--- src/rtl/switch_output_arbiter.sv ---
// Per-output-port scheduler: queues packets addressed to PORT_ID in per-input FIFOs and
// round-robins FIFO heads onto the output. Define SWITCH_ARB_DROP_CNT_EN for drop counters.
module switch_output_arbiter #(
   parameter int unsigned NUM_PORTS  = 4,
   parameter int unsigned PORT_ID    = 0,
   parameter int unsigned FIFO_DEPTH = 4,
   parameter int unsigned CNT_W      = 8
) (
   input  logic                       clk,
   input  logic                       rst_n,
   input  logic [NUM_PORTS-1:0]       valid_in,
   input  logic [4*NUM_PORTS-1:0]     source_in,
   input  logic [4*NUM_PORTS-1:0]     target_in,
   input  logic [8*NUM_PORTS-1:0]     data_in,
   output logic                       valid_out,
   output logic [3:0]                 source_out,
   output logic [3:0]                 target_out,
   output logic [7:0]                 data_out,
`ifdef SWITCH_ARB_DROP_CNT_EN
   output logic [CNT_W*NUM_PORTS-1:0] drop_cnt,
`endif
   output logic [NUM_PORTS-1:0]       fifo_full
);

   localparam int unsigned PTR_W = $clog2(FIFO_DEPTH);
   localparam int unsigned CNT_FW = PTR_W + 1;
   localparam int unsigned IDX_W = (NUM_PORTS > 1) ? $clog2(NUM_PORTS) : 1;

   logic [NUM_PORTS-1:0]    push_req;
   logic [NUM_PORTS-1:0]    non_empty;
   logic [NUM_PORTS-1:0]    full;
   logic [NUM_PORTS-1:0]    pop;
   logic [16*NUM_PORTS-1:0] head_flat;

   logic                    grant_valid;
   logic [IDX_W-1:0]        grant_idx;
   logic [IDX_W-1:0]        cand;
   logic [15:0]             grant_head;
   logic [IDX_W-1:0]        last_grant_q;

   for (genvar i = 0; i < NUM_PORTS; i++) begin : g_fifo
      logic [15:0]       mem_q [FIFO_DEPTH];
      logic [PTR_W-1:0]  wr_ptr_q;
      logic [PTR_W-1:0]  rd_ptr_q;
      logic [CNT_FW-1:0] count_q;
      logic              accept;

      // Only this output's bit of the mask matters; other bits belong to other instances.
      assign push_req[i] = valid_in[i] & target_in[4*i+PORT_ID];
      assign non_empty[i] = (count_q != '0);
      assign full[i] = (count_q == CNT_FW'(FIFO_DEPTH));
      // A full FIFO still takes a push when its head leaves on the same edge.
      assign accept = push_req[i] & (~full[i] | pop[i]);
      assign head_flat[16*i +: 16] = mem_q[rd_ptr_q];

      always_ff @(posedge clk or negedge rst_n) begin
         if (!rst_n) begin
            wr_ptr_q <= '0;
            rd_ptr_q <= '0;
            count_q  <= '0;
         end else begin
            if (accept) wr_ptr_q <= wr_ptr_q + 1'b1;
            if (pop[i]) rd_ptr_q <= rd_ptr_q + 1'b1;
            count_q <= count_q + CNT_FW'(accept) - CNT_FW'(pop[i]);
         end
      end

      always_ff @(posedge clk) begin
         if (accept) begin
            mem_q[wr_ptr_q] <= {source_in[4*i +: 4], target_in[4*i +: 4], data_in[8*i +: 8]};
         end
      end

`ifdef SWITCH_ARB_DROP_CNT_EN
      logic [CNT_W-1:0] drop_q;

      always_ff @(posedge clk or negedge rst_n) begin
         if (!rst_n) begin
            drop_q <= '0;
         end else if (push_req[i] && full[i] && !pop[i] && (drop_q != '1)) begin
            drop_q <= drop_q + 1'b1;
         end
      end

      assign drop_cnt[CNT_W*i +: CNT_W] = drop_q;
`endif
   end

   // Round-robin search starting just after the last winner.
   always_comb begin
      grant_valid = 1'b0;
      grant_idx   = last_grant_q;
      cand        = '0;
      for (int unsigned k = 1; k <= NUM_PORTS; k++) begin
         cand = IDX_W'((32'(last_grant_q) + k) % NUM_PORTS);
         if (!grant_valid && non_empty[cand]) begin
            grant_valid = 1'b1;
            grant_idx   = cand;
         end
      end
   end

   always_comb begin
      pop        = '0;
      grant_head = '0;
      for (int unsigned i = 0; i < NUM_PORTS; i++) begin
         if (grant_valid && (grant_idx == IDX_W'(i))) begin
            pop[i]     = 1'b1;
            grant_head = head_flat[16*i +: 16];
         end
      end
   end

   always_ff @(posedge clk or negedge rst_n) begin
      if (!rst_n) begin
         valid_out    <= 1'b0;
         source_out   <= '0;
         target_out   <= '0;
         data_out     <= '0;
         last_grant_q <= IDX_W'(NUM_PORTS - 1);
      end else begin
         valid_out <= grant_valid;
         if (grant_valid) begin
            last_grant_q                       <= grant_idx;
            {source_out, target_out, data_out} <= grant_head;
         end
      end
   end

   assign fifo_full = full;

endmodule

--- config.mk ---
export PLATFORM = sky130hd
export DESIGN_NAME = switch_output_arbiter
export DESIGN_NICKNAME = d
export VERILOG_FILES = /design/src/rtl/switch_output_arbiter.sv
export SDC_FILE = /design/constraint.sdc
export NUM_CORES = 1
export LEC_CHECK = 0
export CORE_MARGIN = 2
export CORE_UTILIZATION = 53
export DETAILED_ROUTE_END_ITERATION = 12
export PLACE_DENSITY = 0.76
export SYNTH_ARGS = -nofsm -noshare
export SYNTH_HDL_FRONTEND = slang
export SYNTH_SLANG_ARGS = --single-unit
--- constraint.sdc ---
create_clock -name clk -period 2.82 [get_ports clk]
set_clock_uncertainty 0.05 [all_clocks]
set_input_delay 0.564 -clock clk [delete_from_list [all_inputs] [get_ports clk]]
set_output_delay 0.564 -clock clk [all_outputs]
set_load 0.005 [all_outputs]
======== Word-level counts from Yosys, hierarchy flattened ========
Memories as Yosys holds them, arrays and structs flattened.
Cells that the tools add are included.
word-level totals
  register bits ........................... 47
  output and inout port bits .............. 21
  memories kept ........................... 4
  memory bits (writable) .................. 256
  word-level logic and storage cells ...... 115
  input bits .............................. 70
cells by class
  $add $sub $neg .......................... 20
  reductions and logical operators ........ 15
  mux-type cells .......................... 32
  bitwise logic cells ..................... 16
  $lt $le $gt $ge ......................... 4
  equal/unequal tests ..................... 7
memories
  memory           words  bits a word  rd ports  clocked after Yosys merged registers in  wr ports  line  source
  g_fifo[0].mem_q  4      16           1         0                                        1         42    logic [15:0] mem_q [FIFO_DEPTH];
  g_fifo[1].mem_q  4      16           1         0                                        1         42
  g_fifo[2].mem_q  4      16           1         0                                        1         42
  g_fifo[3].mem_q  4      16           1         0                                        1         42
operators by type and width
  kind                                                         number
  2-to-1 mux 16 bit                                            4
  adder 2 x 1 -> 2 bit (second input constant)                 10
  2-to-1 mux 1 bit                                             20
  adder 3 x 1 -> 3 bit                                         4
  equality test 3 bit (second input constant)                  4
  less-than comparator 2 x 3 -> 1 bit (second input constant)  4
  nonzero test 3 bit                                           4
  subtractor 3 x 1 -> 3 bit                                    4
  bitwise AND 1 bit                                            8
  binary-select mux 1 bit (select 2 bit)                       4
  2-to-1 mux 2 bit                                             4
  logical AND 1 bit                                            7
  adder 2 bit (second input constant)                          2
  equality test 2 bit (second input constant)                  2
  inverter 1 bit                                               4
  OR 1 bit                                                     4
  zero test 1 bit                                              3
  equality test 2 x 1 -> 1 bit (second input constant)         1
  zero test 2 bit                                              1

======== Logic depth before layout (Yosys ltp) ========
Gate-level depths: netlist (run 1).
  depth in word-level cells ............... 20
  mapped depth ............................ 11
  depth with buffers taken out ............ 10

======== Worst setup path before layout (run 1) ========
No wires, ideal clock.
  path kind ............................... reg-to-reg
  start ................................... register g_fifo[1].count_q[1]
  end ..................................... register g_fifo[2].count_q[2]
  stages on the path, launching flop included .. 11
  arrival time ............................ 2.566 ns
  slack ................................... 0.079 ns
  period minus slack after synthesis ...... 2.741 ns
  data required time ...................... 2.645 ns
  library setup time ...................... 0.125 ns
  path buffers ............................ 0
  cells stage by stage .................... dfrtp_1 -> nor3_2 -> nand2_1 -> a211oi_1 -> and2_1 -> o21bai_1 -> ha_1 -> inv_1 -> fa_1 -> xnor2_1 -> xnor2_1
on the way
  longest elaborated chain between the ends .. 20
  elaborated cells between the ends (all ways) .. 30
  classes of those cells .................. add/sub: 2; eq/ne: 1; mux: 17; bitwise: 2; reduce/logical: 8
RTL lines
  what                                    line  source
  start, declared                         45    logic [CNT_FW-1:0] count_q;
  start signal, assigned                  64    count_q <= count_q + CNT_FW'(accept) - CNT_FW'(pop[i]);
  nonzero test 3 bit (*)                  50    assign non_empty[i] = (count_q != '0);
  binary-select mux 1 bit (select 2 bit)  96    if (!grant_valid && non_empty[cand]) begin
  2-to-1 mux 1 bit (implied by the code)  96
  2-to-1 mux 1 bit                        96
  zero test 1 bit                         96
  logical AND 1 bit                       96
  2-to-1 mux 1 bit                        96
  zero test 1 bit                         96
  (+4 left out)                           --
  2-to-1 mux 2 bit                        96
  equality test 2 bit                     107   if (grant_valid && (grant_idx == IDX_W'(i))) begin
  logical AND 1 bit (*)                   107
  2-to-1 mux 1 bit (*)                    107
  OR 1 bit                                53    assign accept = push_req[i] & (~full[i] | pop[i]);
  bitwise AND 1 bit                       53
  adder 3 x 1 -> 3 bit                    64
  subtractor 3 x 1 -> 3 bit (*)           64
  end signal, assigned                    64
  end, declared                           45
Every way passes the cells marked *; elsewhere a longest branch is shown, timed or not. The select of a mux whose other input is x is not followed.
A chain may end at the register's enable or synchronous reset.

======== Worst setup path in the final report (run 1) ========
  start ................................... register g_fifo[3].count_q[2]
  end ..................................... register g_fifo[1].count_q[2]
on the way
  longest elaborated chain between the ends .. 20
  elaborated cells between the ends (all ways) .. 30
  classes of those cells .................. add/sub: 2; eq/ne: 1; mux: 17; bitwise: 2; reduce/logical: 8
RTL lines
  what                                    line
  start, declared                         45
  start signal, assigned                  64
  nonzero test 3 bit (*)                  50
  binary-select mux 1 bit (select 2 bit)  96
  2-to-1 mux 1 bit (implied by the code)  96
  2-to-1 mux 1 bit                        96
  zero test 1 bit                         96
  logical AND 1 bit                       96
  2-to-1 mux 1 bit                        96
  zero test 1 bit                         96
  (+4 left out)                           --
  2-to-1 mux 2 bit                        96
  equality test 2 x 1 -> 1 bit            107
  logical AND 1 bit (*)                   107
  2-to-1 mux 1 bit (*)                    107
  OR 1 bit                                53
  bitwise AND 1 bit                       53
  adder 3 x 1 -> 3 bit                    64
  subtractor 3 x 1 -> 3 bit (*)           64
Marked as above.

==> results.py, run 1 <==
metrics = {
    "critical_path": {
        "critical_path_arrival_ps": 3140,
        "timing.rr.start": "g_fifo[3].count_q[2]",
        "crit_start": "g_fifo[3].count_q[2]",
        "start_kind": "register",
        "required_ps": 3240,
        "worstSetupEndpointType": "register",
        "critical_path.cell_chain": "or3_1 -> o21ai_0 -> a22oi_1 -> nor2_2 -> mux2_2 -> ha_1 -> inv_1 -> fa_1 -> xnor2_1 -> xnor2_1",
        "slowest_delay_ps": 450,
        "slowest_stage": "dfrtp_2",
        "cp_top_family": "simple AND/OR/NAND/NOR gates",
        "crit_path_frequent_cell": "xnor2_1",
        "worst-path-stages": 10,
        "critPathKind": "register to register",
        "worst-path-buf-inv": 1,
        "r2r_cells": 10,
        "cp_max_fo": 5,
    },
    "floorplan": {
        "fp.dieH_um": 158,
        "start_util_pct": 53.8,
        "dieArea_um2": 25000,
        "num_rows": 56,
        "core_um2": 23400,
        "die_x_um": 158,
        "ios": 91,
    },
    "cts": {
        "cts_made_buffers": 30,
        "post-cts-setup-buffers": 0,
        "clk_pin_slew_ps": 60,
        "cts_max_level": 1,
        "cts_tree": "yes",
        "cts_sinks": 303,
        "clock_path_buffers": 3,
        "clock_latency_ps": 560,
        "cts_root_buf": "clkbuf_16",
    },
    "sta": {
        "finalSetupTns_ps": 0,
        "rsz0062_at_grt": "false",
        "worst_slew_pin_slew_ps": 833,
        "period_needed_ps": 2720,
        "fin_crit_sh_pct": 96.5,
        "setup_viol_count_final": 0,
        "drv_slew": 0,
        "fmax_mhz": 368,
        "relSlewSlack_pct": 44.4,
        "finalHoldViolCount": 0,
    },
    "pwr": {
        "power_density_nw_per_um2": 1030,
        "total_power_mw": 15.4,
        "vdd_ir_drop_max_v": 0.000569,
        "p_leak_nw": 5.14,
    },
    "synthesis": {
        "ys_seq_area_share_pct": 70.4,
        "synthCells": 687,
        "synth_area_leader_cell": "edfxtp_1",
        "ys_top_cells_by_area": "edfxtp_1, mux4_2, dfrtp_1, ha_1, nand2_1",
        "syn-cell-area_um2": 12600,
        "synth_edf_count": 256,
        "synth_top_area_share_pct": 61.1,
        "synth-seq-cells": 303,
        "synth.net_count": 781,
        "synthFlopType": "edfxtp_1",
        "synth_cell_types": 53,
        "avgSynthCellArea_um2": 18.3,
        "synth-async-reset-ratio_pct": 15.5,
        "synth-warning-count": 0,
    },
    "placed_design": {
        "dp_cells": 1096,
        "hpwl_um": 17800,
        "placed_area_um2": 14000,
        "gp_congestion": 0.949,
        "io_buffer_count": 90,
    },
    "cells_and_area": {
        "layoutNonFillerInstCount": 1149,
        "diodes": 0,
        "drive_gt1_share_pct": 21.1,
        "final_area_um2": 15000,
        "area_delta_synth_final_pct": 18.9,
        "nets": 904,
        "fillers": 1605,
    },
    "min_path": {
        "hold_path_class": "input port to async pin",
    },
    "global_routing": {
        "antenna_found_initial": 1,
        "gr-total-overflow": 0,
        "grt_pass1_vias": 6749,
        "grt_max_degree": 50,
        "grt_pass1_wl_um": 39100,
        "grt.total_usage_pct": 21.0,
    },
    "drt": {
        "drcViolationCount": 0,
        "met2_length_um": 12600,
        "drt_iter0_drc": 654,
        "wl_per_cell_um": 22.3,
        "drtPass1Iterations": 5,
        "wl_met1_um": 10400,
        "wl_um": 25600,
        "wl_met3_um": 2070,
        "num_vias": 6689,
        "ant_nets": 0,
        "via_per_inst": 5.82,
        "top_layer": "met5",
    },
    "job": {
        "cap_viol_max_count": 0,
    },
    "run_status": {
        "status": "finished clean",
    },
}
metal layers:
| layer | vias up | GRT usage, % |
|---|---|---|
| li1 | 2978 | - |
| met1 | 3398 | 29.2 |
| met2 | 273 | 34.6 |
| met3 | 38 | 4.00 |
| met4 | 2 | 5.32 |
| met5 | - | 0 |
state kept, by name, indices dropped and copies added (netlist names):
register,flops
source_out,4
g_fifo.wr_ptr_q,8
valid_out,1
g_fifo.count_q,12
last_grant_q,2
target_out,4
g_fifo.rd_ptr_q,8
g_fifo.mem_q,256
data_out,8
what timing repair did:
action / CTS / global route
hold buffers: 1 / 0
setup endpoints to repair: 2 / 4
endpoints found under the hold margin: 15 / 0
gates resized for setup: 2 / 7
layout make-up:
type	count	area, µm²	share of cell area (%)
inverter	18	67.6	0.452
sequential	303	8870	59.3
clock buffer	37	777	5.19
timing repair buffer	125	1240	8.26
clock inverter	15	133	0.887
multi-input combinational	332	3480	23.3
tap	319	399	2.67
kinds of logic (layout without fill, tap and decap cells):
logic type | after synthesis | count (layout) | synth area share (%)
flops | 303 | 303 | 70.4
simple gates | 128 | 128 | 5.60
compound gates | 91 | 91 | 5.87
mux | 69 | 69 | 11.9
buf+inv | 52 | 195 | 2.18
fa+ha+maj | 24 | 24 | 2.62
xor+xnor | 20 | 20 | 1.39
cell usage after synthesis (2+ instances only):
cell type and instances:
edfxtp_1 256, a21oi_1 22, clkbuf_1 15, fa_1 4, xnor2_1 15, dfstp_2 2
ha_1 20, o21ai_0 3, nand3_1 4, or3_1 5, a21boi_0 16, o21ba_2 2
o22ai_1 2, nand2_1 47, xor2_1 5, mux2_2 5, and3_1 16, buf_2 11
inv_1 17, buf_6 3, nor2b_1 2, a32oi_1 17, and2_1 27, nor3b_1 3
and2_2 8, o41a_1 15, buf_12 2, a22oi_1 2, nor2_1 7, mux4_2 64
nor4_1 2, dfrtp_1 45, nor3_2 3
report_power, final:
part           internal [mW]  switching [mW]  leakage (nW)
Combinational           2.62            2.63          1.83
Clock                   2.12            1.57         0.447
Sequential              5.70           0.742          2.86
worst register-to-register path: stages, from the launching register on:
cell and delay [ps]:
dfrtp_2 450, or3_1 430, o21ai_0 250, a22oi_1 160, nor2_2 190, mux2_2 190, ha_1 130, inv_1 50
fa_1 370, xnor2_1 200, xnor2_1 160
through the flow:
step                hold slack, ps  setup slack (ps)  utilization [%]
floorplan                      218              79.2                -
global placement               452               243             59.8
detailed placement             476               107             59.8
CTS                            444              82.0             63.8
global route                   464              1.63             63.9
finish                         453              99.1             63.9
cell usage in the layout, fill, tap and decap left out, types with 2 or more instances in the layout:
master	count
clkbuf_1	7
or3_1	5
inv_1	17
nor2b_1	2
buf_4	28
mux4_2	64
clkdlybuf4s50_1	89
nor2_1	5
dfstp_2	2
a21oi_1	22
and2_1	27
nor3b_2	2
o22ai_1	2
o21ai_0	3
a32oi_1	17
o21ba_2	2
nor4_1	2
buf_12	6
nand2_1	47
edfxtp_1	256
clkinv_1	6
nand3_1	4
bufinv_16	2
a22oi_1	2
o41a_1	15
xor2_1	4
mux2_2	5
ha_1	20
nor2_2	2
clkbuf_16	30
clkinv_2	5
dfrtp_1	43
fa_1	4
nor3_2	2
dfrtp_2	2
and2_2	8
and3_1	16
xnor2_1	15
a21boi_0	16
path summary, 6_finish.rpt:
check / endpoint / slack (ps)
max: g_fifo[1].count_q[2] / 100
max in group asynchronous: g_fifo[3].count_q[2] / 1610
min in group clk: g_fifo[3].rd_ptr_q[0] / 490
max reg2reg: g_fifo[1].count_q[2] / 100
min reg2reg: g_fifo[3].rd_ptr_q[0] / 490
min: data_out[7] / 450
Note: power is estimated with default switching activity, not from simulation.
==> run 2, diff against run 1 <==
CORE_UTILIZATION = 55   (was 53)
CTS_BUF_LIST = sky130_fd_sc_hd__clkbuf_2 sky130_fd_sc_hd__clkbuf_4 sky130_fd_sc_hd__clkbuf_8   (was not set)
PLACE_DENSITY = 0.78   (was 0.76)
==> run 2 against run 1 <==
  * Sequential power fell by 0.6%
  * Final cell count rose by 0.70%
  * First-iteration DRC count fell by 27%
  * Combinational power barely moved
  * Worst setup slack improved by 5.3 ps
  * Clock-buffer cell count rose by 31
  * Via count rose by 0.81%
  * Routed wire length rose by 0.39%
  * Highest routed layer is now met4
==> results.py, run 2 (same netlist as run 1, synthesis figures left out) <==
metrics = {
    "cells_and_area": {
        "nets": 928,
        "fillers": 1523,
        "drive_gt1_share_pct": 24.8,
        "final_common_cell": "edfxtp_1",
        "layoutNonFillerInstCount": 1157,
        "final_area_um2": 15100,
        "top_register": "g_fifo.mem_q",
        "largest_reg_flops": 256,
        "area_delta_synth_final_pct": 19.9,
        "reg.largest.list": "g_fifo.mem_q: 256 flops, g_fifo.count_q: 12 flops",
        "final_cell_mix": "edfxtp_1, clkdlybuf4s50_1, mux4_2, clkbuf_8, nand2_1",
        "diodes": 0,
    },
    "sta": {
        "relSlewSlack_pct": 45.6,
        "finalHoldViolCount": 0,
        "fin_crit_sh_pct": 96.3,
        "fmax_mhz": 368,
        "period_needed_ps": 2720,
        "setup_viol_count_final": 0,
        "rsz0062_at_grt": "false",
        "worst_slew_pin_slew_ps": 817,
        "finalSetupTns_ps": 0,
        "drv_slew": 0,
    },
    "cts": {
        "post-cts-setup-buffers": 0,
        "cts_root_buf": "clkbuf_8",
        "clock_latency_ps": 560,
        "clk_pin_slew_ps": 60,
        "cts_made_buffers": 48,
        "cts_tree": "yes",
        "cts_sinks": 303,
        "clock_path_buffers": 3,
        "cts_max_level": 2,
    },
    "critical_path": {
        "slowest_delay_ps": 630,
        "critical_path.cell_chain": "nor3b_1 -> clkdlybuf4s50_1",
        "crit_start": "g_fifo[1].count_q[1]",
        "slowest_stage": "clkdlybuf4s50_1",
        "start_kind": "register",
        "worst-path-stages": 2,
        "critPathKind": "register to primary output",
        "endpoint": "fifo_full[1]",
        "critical_path_arrival_ps": 2100,
        "worst-path-buf-inv": 1,
        "cp_top_family": "buffers and inverters",
        "r2r_cells": 10,
        "reg2reg_setup_slack_ps": 150,
        "worst_r2r_endpoint": "g_fifo[0].count_q[2]",
        "cp_max_fo": 5,
        "timing.rr.start": "g_fifo[3].count_q[2]",
        "worstSetupEndpointType": "primary output",
        "required_ps": 2210,
    },
    "placed_design": {
        "gp_congestion": 0.845,
        "io_buffer_count": 90,
        "dp_cells": 1068,
        "placed_area_um2": 14100,
        "hpwl_um": 17900,
    },
    "run_status": {
        "status": "finished clean",
    },
    "drt": {
        "wl_um": 25700,
        "ant_nets": 0,
        "via_per_inst": 5.83,
        "num_vias": 6743,
        "wl_per_cell_um": 22.2,
        "drcViolationCount": 0,
        "drtPass1Iterations": 4,
        "drt_iter0_drc": 479,
    },
    "floorplan": {
        "dieArea_um2": 24100,
        "ios": 91,
        "die_x_um": 155,
        "num_rows": 55,
        "start_util_pct": 55.8,
        "fp.dieH_um": 155,
        "core_um2": 22600,
    },
    "min_path": {
        "hold_path_depth": 1,
        "hold_path_class": "register to register",
    },
    "global_routing": {
        "grt_pass1_wl_um": 40100,
        "gr-total-overflow": 0,
        "grt.total_usage_pct": 22.1,
        "grt_pass1_vias": 7204,
        "antenna_found_initial": 0,
        "grt_max_degree": 50,
    },
    "pwr": {
        "p_leak_nw": 5.25,
        "power_density_nw_per_um2": 1020,
        "vdd_ir_drop_max_v": 0.000472,
    },
    "job": {
        "cap_viol_max_count": 0,
    },
}
==> run 2: cell count changes in the layout (fill, tap and decap cells not counted), moves of 2 or more <==
| cell | delta |
|---|---|
| clkbuf_8 | +49 |
| clkbuf_16 | -30 |
| clkbuf_4 | +19 |
| clkbuf_1 | -7 |
| clkinv_1 | +6 |
| buf_12 | +5 |
| clkinv_2 | -2 |
| clkinvlp_4 | +2 |
==> run 2: metal layers <==
layer | vias up | share of wire [%] | GRT usage, % | wire, µm
li1 | 3041 | - | - | -
met1 | 3441 | 41 | 29.7 | 10700
met2 | 217 | 51 | 37.3 | 13000
met3 | 44 | 5.7 | 4.26 | 1480
met4 | 0 | 2.2 | 6.90 | 559
met5 | - | 0 | 0 | 0
==> run 2: final cells by class <==
| type | count | area (µm²) | area share (%) |
|---|---|---|---|
| Sequential cell | 303 | 8870 | 58.8 |
| Multi-Input combinational cell | 332 | 3470 | 23.0 |
| Timing Repair Buffer | 131 | 1340 | 8.91 |
| Clock buffer | 68 | 817 | 5.41 |
| Tap cell | 285 | 357 | 2.36 |
| Clock inverter | 20 | 165 | 1.09 |
| Inverter | 18 | 67.6 | 0.448 |
==> run 2: worst min-delay path by stage <==
stage | startpoint | slack (ps) | end
floorplan | rst_n | 220 | data_out[0]
finish | g_fifo[1].rd_ptr_q[0] | 440 | g_fifo[1].rd_ptr_q[0]
detailed placement | g_fifo[1].rd_ptr_q[0] | 430 | g_fifo[1].rd_ptr_q[0]
global placement | g_fifo[1].rd_ptr_q[0] | 430 | g_fifo[1].rd_ptr_q[0]
CTS | g_fifo[1].rd_ptr_q[0] | 440 | g_fifo[1].rd_ptr_q[0]
global route | g_fifo[1].rd_ptr_q[0] | 470 | g_fifo[1].rd_ptr_q[0]
==> run 2: stage by stage <==
stage / utilization, % / hold WS (ps) / worst slack, ps / power (mW)
floorplan: - / 218 / 79.2 / 9.73
global placement: 62.3 / 432 / 172 / 11.5
detailed placement: 62.3 / 429 / 60.6 / 11.7
CTS: 66.7 / 441 / 20.1 / 15.5
global route: 66.9 / 469 / 14.6 / 16.3
finish: 66.9 / 445 / 104 / 15.4
==> run 2: repair_timing <==
action | 4_1_cts | 5_1_grt
hold buffers | 1 | 0
hold endpoints to repair | 3 | 0
resized for setup | 0 | 7
setup endpoints to repair | 0 | 5
==> run 2: power by group <==
part / leakage (nW) / switching [mW] / internal (mW) / total [mW]
Combinational: 1.88 / 2.59 / 2.68 / 5.27
Clock: 0.513 / 1.61 / 2.14 / 3.75
Sequential: 2.86 / 0.704 / 5.71 / 6.41
Total: 5.25 / 4.91 / 10.5 / 15.4
